<file path="config.mk">
export PLATFORM = sky130hd
export DESIGN_NAME = l2_pri_bank_arb
export DESIGN_NICKNAME = d
export VERILOG_FILES = /design/src/rtl/l2_pri_bank_arb.sv
export SDC_FILE = /design/constraint.sdc
export NUM_CORES = 1
export LEC_CHECK = 0
export CORE_AREA = 8 8 150 152
export CTS_CLUSTER_SIZE = 16
export DETAILED_ROUTE_END_ITERATION = 12
export DIE_AREA = 0 0 158 160
export DONT_BUFFER_PORTS = 1
export HOLD_SLACK_MARGIN = 0.06
export PLACE_DENSITY = 0.39
export SETUP_SLACK_MARGIN = 0.4
export SLEW_MARGIN = 20
export SYNTH_ARGS = -nofsm -noshare
export SYNTH_HDL_FRONTEND = slang
export SYNTH_SLANG_ARGS = --single-unit
</file>
<file path="constraint.sdc">
create_clock -name clk_i -period 5.2 [get_ports clk_i]
set_input_delay 1.56 -clock clk_i [delete_from_list [all_inputs] [get_ports clk_i]]
set_output_delay 1.56 -clock clk_i [all_outputs]
set_load 0.05 [all_outputs]
</file>
<file path="src/rtl/l2_pri_bank_arb.sv">
// rtl/l2_pri_bank_arb.sv - round-robin arbiter sharing one private L2 SRAM bank among N_REQ requesters
// Optional macro PMS_L2_PRI_ARB_PRIO0_EN: requester 0 gets strict priority, the rest round-robin.
module l2_pri_bank_arb #(
    parameter int          N_REQ      = 4,
    parameter int          BANK_WORDS = 8192,
    parameter logic [31:0] BASE_ADDR  = 32'h1C00_0000,
    parameter int          IDX_W      = $clog2(BANK_WORDS)
) (
    input  logic                        clk_i,
    input  logic                        rst_i,
    input  logic [N_REQ-1:0]            req_i,
    input  logic [N_REQ-1:0]            we_i,
    input  logic [N_REQ-1:0][31:0]      addr_i,
    input  logic [N_REQ-1:0][3:0]       be_i,
    input  logic [N_REQ-1:0][31:0]      wdata_i,
    output logic [N_REQ-1:0]            gnt_o,
    output logic [N_REQ-1:0]            rvalid_o,
    output logic [31:0]                 rdata_o,
    output logic                        err_o,
    output logic                        bank_req_o,
    output logic                        bank_we_o,
    output logic [IDX_W-1:0]            bank_idx_o,
    output logic [3:0]                  bank_be_o,
    output logic [31:0]                 bank_wdata_o,
    input  logic [31:0]                 bank_rdata_i
);

    localparam int              PTR_W     = (N_REQ > 1) ? $clog2(N_REQ) : 1;
    localparam logic [32:0]     WIN_BYTES = 33'(BANK_WORDS) * 33'd4;
    localparam logic [PTR_W:0]  N_EXT     = (PTR_W+1)'(N_REQ);
    localparam logic [PTR_W:0]  N_M1      = (PTR_W+1)'(N_REQ - 1);
    localparam logic [31:0]     ERR_DATA  = 32'hBADA_CCE5;

    logic [PTR_W-1:0] rr_q, rr_d;
    logic [PTR_W-1:0] winner;
    logic             any_gnt;
    logic [PTR_W:0]   cand;
    logic [31:0]      sel_addr;
    logic [31:0]      off;
    logic             in_range;

    logic             rsp_valid_q;
    logic [PTR_W-1:0] rsp_id_q;
    logic             rsp_err_q;
    logic             rsp_we_q;
    logic             rsp_live;

    // Winner search starts at rr_q and wraps; reset masks every grant.
    always_comb begin
        winner  = '0;
        any_gnt = 1'b0;
        cand    = '0;
`ifdef PMS_L2_PRI_ARB_PRIO0_EN
        if (req_i[0]) begin
            any_gnt = 1'b1;
        end else begin
            for (int i = 0; i < N_REQ - 1; i++) begin
                cand = {1'b0, (rr_q == '0) ? PTR_W'(1) : rr_q} + (PTR_W+1)'(i);
                if (cand >= N_EXT) cand = cand - N_M1;
                if (!any_gnt && req_i[cand[PTR_W-1:0]]) begin
                    any_gnt = 1'b1;
                    winner  = cand[PTR_W-1:0];
                end
            end
        end
`else
        for (int i = 0; i < N_REQ; i++) begin
            cand = {1'b0, rr_q} + (PTR_W+1)'(i);
            if (cand >= N_EXT) cand = cand - N_EXT;
            if (!any_gnt && req_i[cand[PTR_W-1:0]]) begin
                any_gnt = 1'b1;
                winner  = cand[PTR_W-1:0];
            end
        end
`endif
        if (rst_i) any_gnt = 1'b0;
    end

    always_comb begin
        sel_addr = addr_i[winner];
        off      = sel_addr - BASE_ADDR;
        in_range = (sel_addr >= BASE_ADDR) && ({1'b0, off} < WIN_BYTES);
    end

    always_comb begin
        rr_d = rr_q;
`ifdef PMS_L2_PRI_ARB_PRIO0_EN
        if (any_gnt && winner != '0) begin
`else
        if (any_gnt) begin
`endif
            rr_d = (winner == PTR_W'(N_REQ - 1)) ? '0 : winner + PTR_W'(1);
        end
    end

    always_comb begin
        gnt_o        = any_gnt ? (N_REQ'(1) << winner) : '0;
        bank_req_o   = any_gnt && in_range;
        bank_we_o    = bank_req_o && we_i[winner];
        bank_idx_o   = bank_req_o ? off[IDX_W+1:2] : '0;
        bank_be_o    = bank_req_o ? be_i[winner] : '0;
        bank_wdata_o = bank_req_o ? wdata_i[winner] : '0;
    end

    always_ff @(posedge clk_i) begin
        if (rst_i) begin
            rr_q        <= '0;
            rsp_valid_q <= 1'b0;
            rsp_id_q    <= '0;
            rsp_err_q   <= 1'b0;
            rsp_we_q    <= 1'b0;
        end else begin
            rr_q        <= rr_d;
            rsp_valid_q <= any_gnt;
            if (any_gnt) begin
                rsp_id_q  <= winner;
                rsp_err_q <= !in_range;
                rsp_we_q  <= we_i[winner];
            end
        end
    end

    // A response still registered when reset arrives is dropped, not delivered.
    always_comb begin
        rsp_live = rsp_valid_q && !rst_i;
        rvalid_o = rsp_live ? (N_REQ'(1) << rsp_id_q) : '0;
        err_o    = rsp_live && rsp_err_q;
        if (!rsp_live)     rdata_o = '0;
        else if (rsp_err_q) rdata_o = ERR_DATA;
        else if (rsp_we_q)  rdata_o = '0;
        else                rdata_o = bank_rdata_i;
    end

endmodule

</file>
==> impl_summary.md, run 1 <==
Floorplanning
The die extent in y is 160 um. The area of the die is 25,280 um2. For this configuration, the core starts out at a cell density of 0.1560. The total number of placement rows is 52. The boundary pin count is 406. The total area inside the core boundary comes to 20,040 um2.

The die is 158 um wide.

Global routing
The initial antenna violation count came to 1. Across every metal layer, demand over resource in global routing totals 0.1129. For this run the aggregate overflow at the end of global routing stands at 0. The pin count of the biggest net entering global routing is 57. The first-pass GRT wire length is 22,900 um.

The number of global-route vias before repair was 3,800.

Setup path
The required time at the endpoint of the critical path is 3.64 ns. The worst register-to-register path begins at rr_q[1]. The launch point of the critical path is req_i[2]. Counting cells, the worst reg-to-reg path comes to 9. The cell with the biggest individual delay on the critical path is sky130_fd_sc_hd__a211o_4. The cell family with the largest share of critical-path delay is compound AO/OA/AOI/OAI gates. Together, buffers and inverters on the worst path number 3. The register-to-register path setup slack is 2.93 ns. The endpoint of the worst setup timing path is bank_wdata_o[15]. The path type of the worst setup path is input pin to output pin. Of all nets on the critical path, the largest fanout is 22. The number of cells on the critical path is 9.

The endpoint identified for the worst register-to-register timing path is rsp_err_q. The critical path goes through nor2b_4 > a211o_4 > nand2_8 > inv_4 > mux2i_1 > a211o_4 > buf_12 > a2111oi_4 > buf_12. The biggest cell delay along the critical path is 0.43 ns. The startpoint kind of the worst setup timing path is an input pin. STA classifies the critical path endpoint as an output pin. Data on the critical path arrives at its endpoint at 3.49 ns.

Hold path
The type of the worst min-delay path is register to register. The count of cells along the worst hold path is 2.

Drt
In the routed layout, each cell is associated on average with a via count of 4.848. For this block, the via count after detailed routing is 3,326. After detailed routing, the number of remaining DRC violations is 0. In this run the remaining antenna-violating nets after routing total 0. For this block, the initial DRC count from the detailed router was 142.

The first detailed-routing pass took 4 iterations. Wires add up to 16,250 um. After detailed routing, the average wire length per cell comes to 23.69 um.

STA
The worst setup margin is 0.1458 ns. The final hold violation count is 0. In this run the tightest slew margin relative to its limit is 0.3846. Setup repair after global routing could not meet its margin everywhere. On the final layout, the worst clock skew is 0.001385 ns. The final setup violation count is 0. The slew at the pin closest to its max-slew limit is 0.9198 ns. The number of max-slew violations in the final report came to 0. The total negative setup slack is 0 ns.

The final critical path time including I/O delays and setup is 5.054 ns. Dividing the final minimum period by the clock period gives 0.9720. The maximum operating frequency is 0.1979 GHz.

Clock tree
The later pin in the worst-skew pair is clocked with a latency of 0.23 ns. The clock transition at the register clock pins on the worst setup and hold paths after CTS is 0.04 ns. The level count of the clock H-tree is 1. The deepest clock path buffer count is 2. The root buffer cell chosen for the clock tree is sky130_fd_sc_hd__clkbuf_16. The total CTS buffers is 3. The clock tree from TritonCTS is done. The number of clock sinks is 7.

Power and ir drop
The static leakage power is 1.873 nW. The worst supply voltage drop on vdd is 125.3 uV. The power density of the placed cells is 195.2 nW/um2.

Placement
The total of buffers placed on input and output ports is 0. Timing analysis after detailed placement gives a worst setup slack of 0.02940 ns. The sum of net half-perimeters after detailed placement is 13,130 um. The routability congestion estimate from global placement is 0.7922.

Yosys
The synthesized area is 3127 um2. In the synthesized netlist, the number of instances is 363. During synthesis, Yosys emitted a total of 0 warnings. sky130_fd_sc_hd__a2111oi_2 takes more of the synthesized area than any other cell. After synthesis the netlist holds a flip-flop and latch count of 7. The area share of the largest cell type after synthesis is 0.2305.

The area fraction in compound gates after synthesis is 0.4218. The proportion of synthesized chip area in sequential cells is 0.04482. The fraction of registers with async set/reset is 0. Of the total synthesized cell area, the portion taken by full adders, half adders and majority gates is 0.01601. The synthesized net count is 681.

Sorting the synthesized cells by area gives the leading types as sky130_fd_sc_hd__a2111oi_2 23%, sky130_fd_sc_hd__mux2i_1 18%, sky130_fd_sc_hd__and2_1 13%. The number of enable-type register cells in the synthesized netlist is 0. The average cell area after synthesis is 8.614 um2. The count of unique library cells instantiated by Yosys is 36. In the synthesized netlist the dominant register cell turns out to be sky130_fd_sc_hd__dfxtp_1. Of the total synthesized cell area, the portion taken by AND, OR, NAND and NOR gates is 0.2297. After synthesis, the largest family of logic cells by area is compound AO/OA/AOI/OAI gates. The mux contribution to synthesized area is 0.1869. The synthesized-area fraction occupied by xor and xnor cells is 0.

Layout
0 antenna diodes ended up in the layout. The end-of-flow core utilization is 0.2828. Of the cells placed in the final design, the portion with a size suffix greater than 1 is 0.4159. The filler cell count in the final layout is 2,074.

In the final design database the tool counted 735 nets. Compared with the post-synthesis result, the final layout area differs by 81.27%.

Flow run
Across the run, the number of max-cap violations was 0.

Outcome
The flow ran to the end, and the final reports show no timing, DRC or antenna violations.
## cell usage after synthesis, drive strengths merged, types with 2 or more instances
master and instances:
a21oi 3, nor3 5, nor4 9, dfxtp 7, nor3b 3, inv 4
clkbuf 8, a2111oi 49, nand3 8, a21o 19, and2 67, a211o 2
ha 4, buf 33, nor2 13, nand2 7, mux2i 56, a211oi 50
nor4b 3, nor2b 5
## worst min path at each step
| stage | startpoint | to | slack (ns) |
|---|---|---|---|
| CTS | rsp_id_q[1] | rsp_id_q[1] | 0.50 |
| global route | rsp_id_q[0] | rsp_id_q[0] | 0.55 |
| floorplan | rsp_id_q[1] | rsp_id_q[1] | 0.46 |
| finish | rsp_we_q | rsp_we_q | 0.50 |
| detailed placement | rsp_id_q[1] | rsp_id_q[1] | 0.50 |
| global placement | rsp_id_q[1] | rsp_id_q[1] | 0.48 |
## per-stage QoR
step | cell area [um2] | std cells | power, mW | hold WS [ns]
5_1_grt | 5668 | 686 | 1.177 | 0.5459
3_3_place_gp | 5199 | 668 | 0.8375 | 0.4753
4_1_cts | 5461 | 679 | 1.065 | 0.5005
2_1_floorplan | 3787 | 363 | 0.7036 | 0.4607
3_5_place_dp | 5199 | 668 | 0.8519 | 0.4961
6_report | 5668 | 686 | 1.106 | 0.4985
## worst min-delay path, delay by kind of cell (launching register included)
kind / cells / cell delay, ns
AO/OA/AOI/OAI: 1 / 0.06
flip-flops: 1 / 0.32
AND/OR/NAND/NOR: 1 / 0.07
## cells in the final DEF (no fill, tap or decap), drive strengths merged
| cell type | netlist | routed |
|---|---|---|
| buf | 33 | 85 |
| and2 | 67 | 67 |
| mux2i | 56 | 56 |
| a211oi | 50 | 50 |
| a2111oi | 49 | 49 |
| a21o | 19 | 19 |
| nor2 | 13 | 13 |
| nor4 | 9 | 9 |
| nand3 | 8 | 8 |
| dfxtp | 7 | 7 |
| nand2 | 7 | 7 |
| clkbuf | 8 | 7 |
| nor2b | 5 | 5 |
| nor3 | 5 | 5 |
| ha | 4 | 4 |
| inv | 4 | 4 |
| nor4b | 3 | 3 |
| a21oi | 3 | 3 |
| nor3b | 3 | 3 |
| a211o | 2 | 2 |
| bufbuf | 0 | 2 |
| o21bai | 1 | 1 |
| o22ai | 1 | 1 |
| nand4 | 1 | 1 |
| or4 | 1 | 1 |
| mux2 | 1 | 1 |
| and3 | 1 | 1 |
| o221a | 1 | 1 |
| o21ai | 1 | 1 |
## sequential cells by signal, indices dropped and copies added, names as in the netlist
name and flops:
rr_q 2, rsp_err_q 1, rsp_id_q 2, rsp_valid_q 1
rsp_we_q 1
## power breakdown
group / leakage (nW) / switching [mW] / internal, mW
Combinational: 1.78 / 0.548 / 0.353
Clock: 0.0382 / 0.0304 / 0.102
Sequential: 0.0584 / 0.0104 / 0.0619
Total: 1.87 / 0.589 / 0.517
## metal layers
metal	global-route usage	routed length, um
met1	0.1163	5561
met3	0.02969	1705
met4	0.01587	130
met5	0	12
met2	0.2241	8843
## layout make-up
type                       instances  area [um2]  share of cell area
multi-input combinational        311        3470              0.6121
timing repair buffer              90        1619              0.2857
tap                              270       337.8             0.05960
sequential                         7       140.1             0.02472
clock buffer                       4       78.83             0.01391
inverter                           4       22.52            0.003974
## repair_timing
action                                  CTS  global route
endpoints found under the setup margin   53            54
pin swaps                                 4             4
buffers inserted                          5             5
gates resized for setup                  11            22
hold buffers                              0             0
gates cloned                              2             2
## cells by family (layout without fill, tap and decap cells)
family,count (synthesis),count (layout)
AND/OR/NAND/NOR,123,123
buffers and inverters,45,98
multiplexers,57,57
adder cells (fa/ha/maj),4,4
flip-flops,7,7
AO/OA/AOI/OAI,127,127
(Power assumes the default switching activity.)
==> run 2: changes to the inputs <==
Settings changed: SETUP_SLACK_MARGIN 0.4 to not set.
==> impl_summary.md, run 2 (synthesis gave the netlist of run 1 again) <==
Drt
In the final routed layout, each cell accounts on average for 22.15 um. In the routed layout, each cell is associated on average with a via count of 4.917. The routed wire length is 15,240 um.

The remaining antenna violation count is 0. After detailed routing, the number of remaining DRC violations is 0. For this run, the detailed router's first-pass iteration total came to 4. The total number of vias is 3,383. The first routing iteration left 131 violations.

Layout
The share of layout cells above drive strength 1 is 0.3741. In the layout the commonest cells are 79 x sky130_fd_sc_hd__buf_4, 67 x sky130_fd_sc_hd__and2_1, 55 x sky130_fd_sc_hd__mux2i_1. Measured on the finished design, the core utilization comes to 0.2065. The count of nets after finishing is 736. In the final layout, the registers with the most flip-flops are rr_q (2), rsp_id_q (2). The layout has 2,225 filler cells. The synthesis-to-layout area growth is 32.33%. The area of all placed cells without fillers is 4138 um2. The library cell used most frequently in the layout, excluding fill and tap cells, is sky130_fd_sc_hd__buf_4. Leaving out filler cells and counting taps, the final layout contains 688.

Setup path
Along the worst path, the maximum fanout reaches 24. Data on the critical path is required at its endpoint by 3.64 ns. Walking the worst path, the cells encountered are nor2b_1 > nor3b_2 > o22ai_4 > buf_12 > buf_12 > a211o_4 > buf_4 > a2111oi_2 > buf_4. The nature of the critical path endpoint is an output pin.

The cell family with the largest share of critical-path delay is buffers and inverters. For flop-to-flop paths, the worst setup slack is 3.17 ns. In this run the critical register-to-register path is launched from rr_q[1]. The arrival time of the worst setup path is 3.54 ns.

The buffer and inverter count on the worst path is 4. The path type of the worst setup path is input pin to output pin. The critical path crosses 9 cells after its start point.

In this design, the stage delay of the slowest critical-path cell is 0.35 ns. In this run the critical register-to-register path is captured at rsp_we_q. The startpoint kind of the worst setup timing path is an input pin. The cell with the biggest individual delay on the critical path is sky130_fd_sc_hd__a211o_4. The depth of the worst register-to-register path is 7.

Global routing
The initial antenna violation count came to 1. The number of global-route vias before repair came to 3,820. Summed over all layers, the global routing overflow is 0.

The pin count of the biggest net entering global routing is 49. The first global-routing pass estimated 21,670 um of wire. The overall global routing resource usage is 0.1055.

Power and ir drop
The fraction of power consumed by the clock network is 0.150. The internal portion of the total power is 0.4043 mW. Of the total power, the share spent switching nets is 0.5312. The power density of the placed cells is 208.4 nW/um2.

The switching power of the nets is 0.4581 mW. In this run the static leakage power is 1.624 nW. The part of the power in registers is 0.081. The share of total power dissipated in combinational logic is 0.768. The worst-case IR drop observed on VDD is 76.99 uV.

Floorplanning
The total area inside the core boundary comes to 20,040 um2. The floorplan has 52 rows. The floorplan step defined a die boundary enclosing 25,280 um2. Measured along the x axis, the die boundary spans 158 um. For this configuration, the core starts out at a cell density of 0.1560.

The die extent in y is 160 um. In this run the count of I/O pins placed on the die edge is 406.

STA
The slew at the pin closest to its max-slew limit is 0.8358 ns. The worst relative slew slack is 0.4403. Dividing the final minimum period by the clock period gives 0.9807. The number of max-slew violations in the final report is 0. Adding up every negative setup slack in the final design gives 0 ns. The final setup violation count is 0. The final hold violation count was 0. On the final layout, the worst hold slack is 0.5009 ns.

Clock skew on the completed layout was measured at 0.0002614 ns. The final critical path time including I/O delays and setup is 5.100 ns. For this run, the top clock speed supported by timing is 0.1961 GHz.

Placement
Counting tap cells, the placed design contains a total of 681 instances. Input and output buffers added on the ports amount to 0. The routability congestion estimate from global placement is 0.8257. Detailed placement ended at an HPWL of 13,320 um.

The total cell area at the placement stage is 4008 um2.

Flow run
The tool flagged a number of max-cap violations equal to 0.

Hold path
The type of the worst min-delay path is register to register. The worst min-delay path startpoint is rsp_id_q[0]. The worst hold path was traced through 2 stages. The destination of the worst hold path is rsp_id_q[0].

Outcome
The flow ran to the end, and the final reports show no timing, DRC or antenna violations.

Clock tree
The deepest clock path buffer count is 2. The level count of the clock H-tree is 1. In this run the clock root is driven by a sky130_fd_sc_hd__clkbuf_16. Buffers inserted during clock tree synthesis total 3. The clock tree from TritonCTS is done. Clock-pin slew was measured on the worst setup and hold paths at 0.04 ns. The clock network latency to the later pin of the worst-skew pair is 0.23 ns. The number of clock sinks is 7.
==> run 2: cell types whose count changed in the layout (fill, tap and decap cells not counted), sizes merged <==
cell	delta
buf	+6
bufbuf	-2
clkbuf	-3
diode	+1
==> run 2: area by class of cell <==
| cell class | count | area, um2 | area share |
|---|---|---|---|
| Tap cell | 270 | 337.8 | 0.08164 |
| Timing Repair Buffer | 91 | 824.5 | 0.1993 |
| Multi-Input combinational cell | 311 | 2734 | 0.6607 |
| Clock buffer | 4 | 78.83 | 0.01905 |
| Antenna cell | 1 | 2.502 | 0.0006048 |
| Sequential cell | 7 | 140.1 | 0.03387 |
| Inverter | 4 | 20.02 | 0.004838 |
==> run 2: layer usage <==
layer	vias up	wire [um]	global-route usage
li1	1557	-	-
met1	1594	5588	0.1114
met2	224	8109	0.2085
met3	8	1447	0.02348
met4	0	91	0.01672
met5	-	0	0
==> run 2: worst max-delay path by stage <==
stage,from,end,slack (ns)
6_report,req_i[2],bank_be_o[2],0.10
5_1_grt,req_i[0],bank_wdata_o[11],-0.01
4_1_cts,req_i[0],bank_wdata_o[11],0.01
3_5_place_dp,req_i[2],bank_be_o[2],-0.08
3_3_place_gp,req_i[2],bank_be_o[2],-0.05
2_1_floorplan,req_i[2],bank_be_o[0],-0.20
==> run 2: what timing repair did <==
item	in CTS	in global routing
hold endpoints to repair	0	0
setup endpoints to repair	23	46
pin swaps	0	1
buffers inserted	0	2
hold buffers	0	0
resized for setup	2	3
==> run 2: metrics by stage <==
| stage | setup WS, ns | total power [mW] |
|---|---|---|
| after detailed placement | -0.08151 | 0.7267 |
| after global routing | -0.01368 | 0.9257 |
| final | 0.1001 | 0.8624 |
| after floorplan | -0.2035 | 0.5875 |
| after CTS | 0.01395 | 0.8623 |
| after global placement | -0.04585 | 0.7072 |
==> run 2: power groups by stage <==
stage | Combinational, mW | Clock (mW) | Sequential [mW]
floorplan | 0.520 | 0 | 0.0679
global placement | 0.637 | 0 | 0.0697
detailed placement | 0.656 | 0 | 0.0702
CTS | 0.660 | 0.133 | 0.0696
global route | 0.717 | 0.138 | 0.0712
finish | 0.663 | 0.130 | 0.0702
==> run 2: worst register-to-register path: stages (launching register included) <==
cell	delay, ns
sky130_fd_sc_hd__dfxtp_1	0.41
sky130_fd_sc_hd__nand2_1	0.08
sky130_fd_sc_hd__a211o_1	0.31
sky130_fd_sc_hd__nand2_4	0.10
sky130_fd_sc_hd__buf_4	0.22
sky130_fd_sc_hd__buf_12	0.26
sky130_fd_sc_hd__mux2_2	0.41
sky130_fd_sc_hd__o21ai_0	0.16
==> run 3: changes to the inputs <==
Clock period 5.2 ns to 5.3 ns, I/O delays scaled along.
==> impl_summary.md, run 3 (synthesis gave the netlist of run 1 again) <==
Outcome
The flow ran to the end, and the final reports show no timing, DRC or antenna violations.

Floorplanning
The core region is 20,040 um2. The initial cell density of the core is 0.1560. The boundary pin count is 406. Row generation in the floorplan step produced 52 rows. The die extent in y is 160 um. The die span in x is 158 um. The die covers 25,280 um2.

Power and ir drop
The switching portion of total power is 0.5390. The internal power contribution is 0.3791 mW. Of the total power, combinational logic draws 0.760. The power density of the placed cells is 200.7 nW/um2. The static leakage power is 1.587 nW. The switching power of the nets is 0.4433 mW. The share of total power dissipated in sequential elements is 0.084. The fraction of power consumed by the clock network is 0.156. The worst supply voltage drop on vdd is 88.45 uV.

Setup path
The nature of the critical path endpoint is an output pin. The path type of the worst setup path is input pin to output pin. The arrival time of the worst setup path is 3.65 ns.

The capturing point of the worst reg2reg path is rsp_err_q. The depth of the worst register-to-register path is 8. The startpoint identified for the worst register-to-register timing path is rr_q[1].

The worst setup path is launched from an input pin. At the worst endpoint, the required time is 3.71 ns. For flop-to-flop paths, the worst setup slack is 3.20 ns. The critical-path maximum fanout is 31.

Global routing
The initial antenna violation count is 1. The first-pass GRT wire length is 21,030 um. In the global route stage, overall resource usage came out at 0.1032. Entering global routing, the biggest net connects 59 pins. The overall overflow remaining after global route is 0.

The number of global-route vias before repair is 3,709.

STA
Derived from the worst setup path, the maximum achievable clock frequency is 0.1909 GHz. Across the routed clock network, the largest skew measured is 0.0009977 ns. The final hold violation count came to 0. The final setup violation count is 0.

Setup repair after global routing left no endpoint under its margin. The slew at the pin closest to its max-slew limit is 0.9211 ns. The final critical path time including I/O delays and setup is 5.239 ns.

In the finished design, the share of the clock period the worst path needs comes to 0.9884. In this run the tightest slew margin relative to its limit is 0.3803. The number of max-slew violations in the final report is 0.

Layout
In the final layout, the registers with the most flip-flops are rr_q (2), rsp_id_q (2). The commonest non-fill, non-tap cell in the layout is sky130_fd_sc_hd__buf_4. Of the cells placed in the final design, the portion with a size suffix greater than 1 is 0.3650. The count of cells in the finished layout, fillers not included, comes to 682. The library cells used most frequently in the layout, excluding fill and tap cells, are 75 x sky130_fd_sc_hd__buf_4, 67 x sky130_fd_sc_hd__and2_1, 55 x sky130_fd_sc_hd__mux2i_1. Measured on the finished design, the core utilization comes to 0.2045.

The synthesis-to-layout area growth is 31.05%. The count of nets after finishing is 730.

Drt
The final route contains 3,315 vias. After detailed routing, the average wire length per cell comes to 21.80 um. The residual DRC count is 0. The remaining antenna violation count is 0.

The first TritonRoute pass finished after 4 iterations. The routed wire length is 14,870 um. The number of DRC violations after detailed-routing iteration 0 is 121.

Using the TritonRoute via totals, the vias-per-cell ratio works out to 4.861.

Hold path
The type of the worst min-delay path is register to register. The worst min-delay path startpoint is rsp_id_q[1]. The destination of the worst hold path is rsp_id_q[1]. The worst hold path was traced through 2 stages.

Placement
The placed instance count is 675. Routability-driven placement finished with a final weighted congestion of 0.8203. The sum of net half-perimeters after detailed placement is 13,000 um. Buffers placed on the I/O ports in this run total 0.

Clock tree
TritonCTS built the clock tree. The clock transition at the register clock pins on the worst setup and hold paths after CTS is 0.04 ns. The later pin in the worst-skew pair is clocked with a latency of 0.23 ns. The total CTS buffers is 3. In this run the number of H-tree levels came out at 1. The number of buffers added to fix hold violations after cts is 0. The deepest clock path buffer count is 2. The clock tree root driver cell is sky130_fd_sc_hd__clkbuf_16.

The tree built by TritonCTS fans out to 7 sinks.

Flow run
The number of violations of the max-capacitance limit is 0.
## run 3: repair_timing
action,4_1_cts,5_1_grt
setup endpoints to repair,1,28
buffers inserted,0,2
cloned,0,0
pin swaps,0,2
gates resized for setup,1,6
## run 3: final cells by class
class	instances	area [um2]
Fill cell	2205	15940
Multi-Input combinational cell	311	2759
Sequential cell	7	140.1
Clock buffer	4	78.83
Antenna cell	1	2.502
Inverter	4	17.52
Timing Repair Buffer	85	762.0
Tap cell	270	337.8
## run 3: how the worst max path moves through the flow
stage,start,endpoint,slack [ns],cells past startpoint
global placement,req_i[2],bank_wdata_o[31],0.01,9
detailed placement,req_i[2],bank_wdata_o[31],-0.04,9
finish,req_i[2],bank_wdata_o[11],0.06,9
floorplan,req_i[2],bank_be_o[0],-0.16,8
CTS,req_i[2],bank_wdata_o[11],0.03,9
global route,req_i[2],bank_wdata_o[10],0.01,9
## run 3: layer usage
layer / track usage / share of wire / up-vias
met1: 0.1087 / 0.36 / 1521
li1: - / - / 1550
met2: 0.2038 / 0.53 / 230
met3: 0.02051 / 0.097 / 14
met4: 0.02101 / 0.013 / 0
met5: 0 / 0 / -
## run 3: worst max-delay path, cell delays in order
cell and delay [ns]:
sky130_fd_sc_hd__nor2b_1 0.13, sky130_fd_sc_hd__a211o_1 0.35, sky130_fd_sc_hd__nand2_4 0.13, sky130_fd_sc_hd__inv_4 0.07, sky130_fd_sc_hd__mux2i_1 0.14, sky130_fd_sc_hd__a211o_4 0.38, sky130_fd_sc_hd__buf_12 0.17, sky130_fd_sc_hd__a2111oi_4 0.42
sky130_fd_sc_hd__buf_6 0.21
## run 3: power by group through the flow
stage               Sequential (mW)  Combinational [mW]  Clock, mW
CTS                          0.0685               0.624      0.130
detailed placement           0.0688               0.620          0
global route                 0.0704               0.678      0.135
finish                       0.0689               0.625      0.128
global placement             0.0683               0.607          0
floorplan                    0.0666               0.510          0
## run 3: stage by stage
stage          setup WS, ns  cell area, um2  power, mW  TNS [ns]  hold slack [ns]
6_report            0.06136            4098     0.8225         0           0.4914
5_1_grt             0.01459            4098     0.8835         0           0.5034
4_1_cts             0.02854            4034     0.8223         0           0.4908
3_5_place_dp       -0.04150            3950     0.6893  -0.04150           0.4851
3_3_place_gp        0.01459            3950     0.6750         0           0.4713
2_1_floorplan       -0.1635            3137     0.5764    -7.713           0.4607
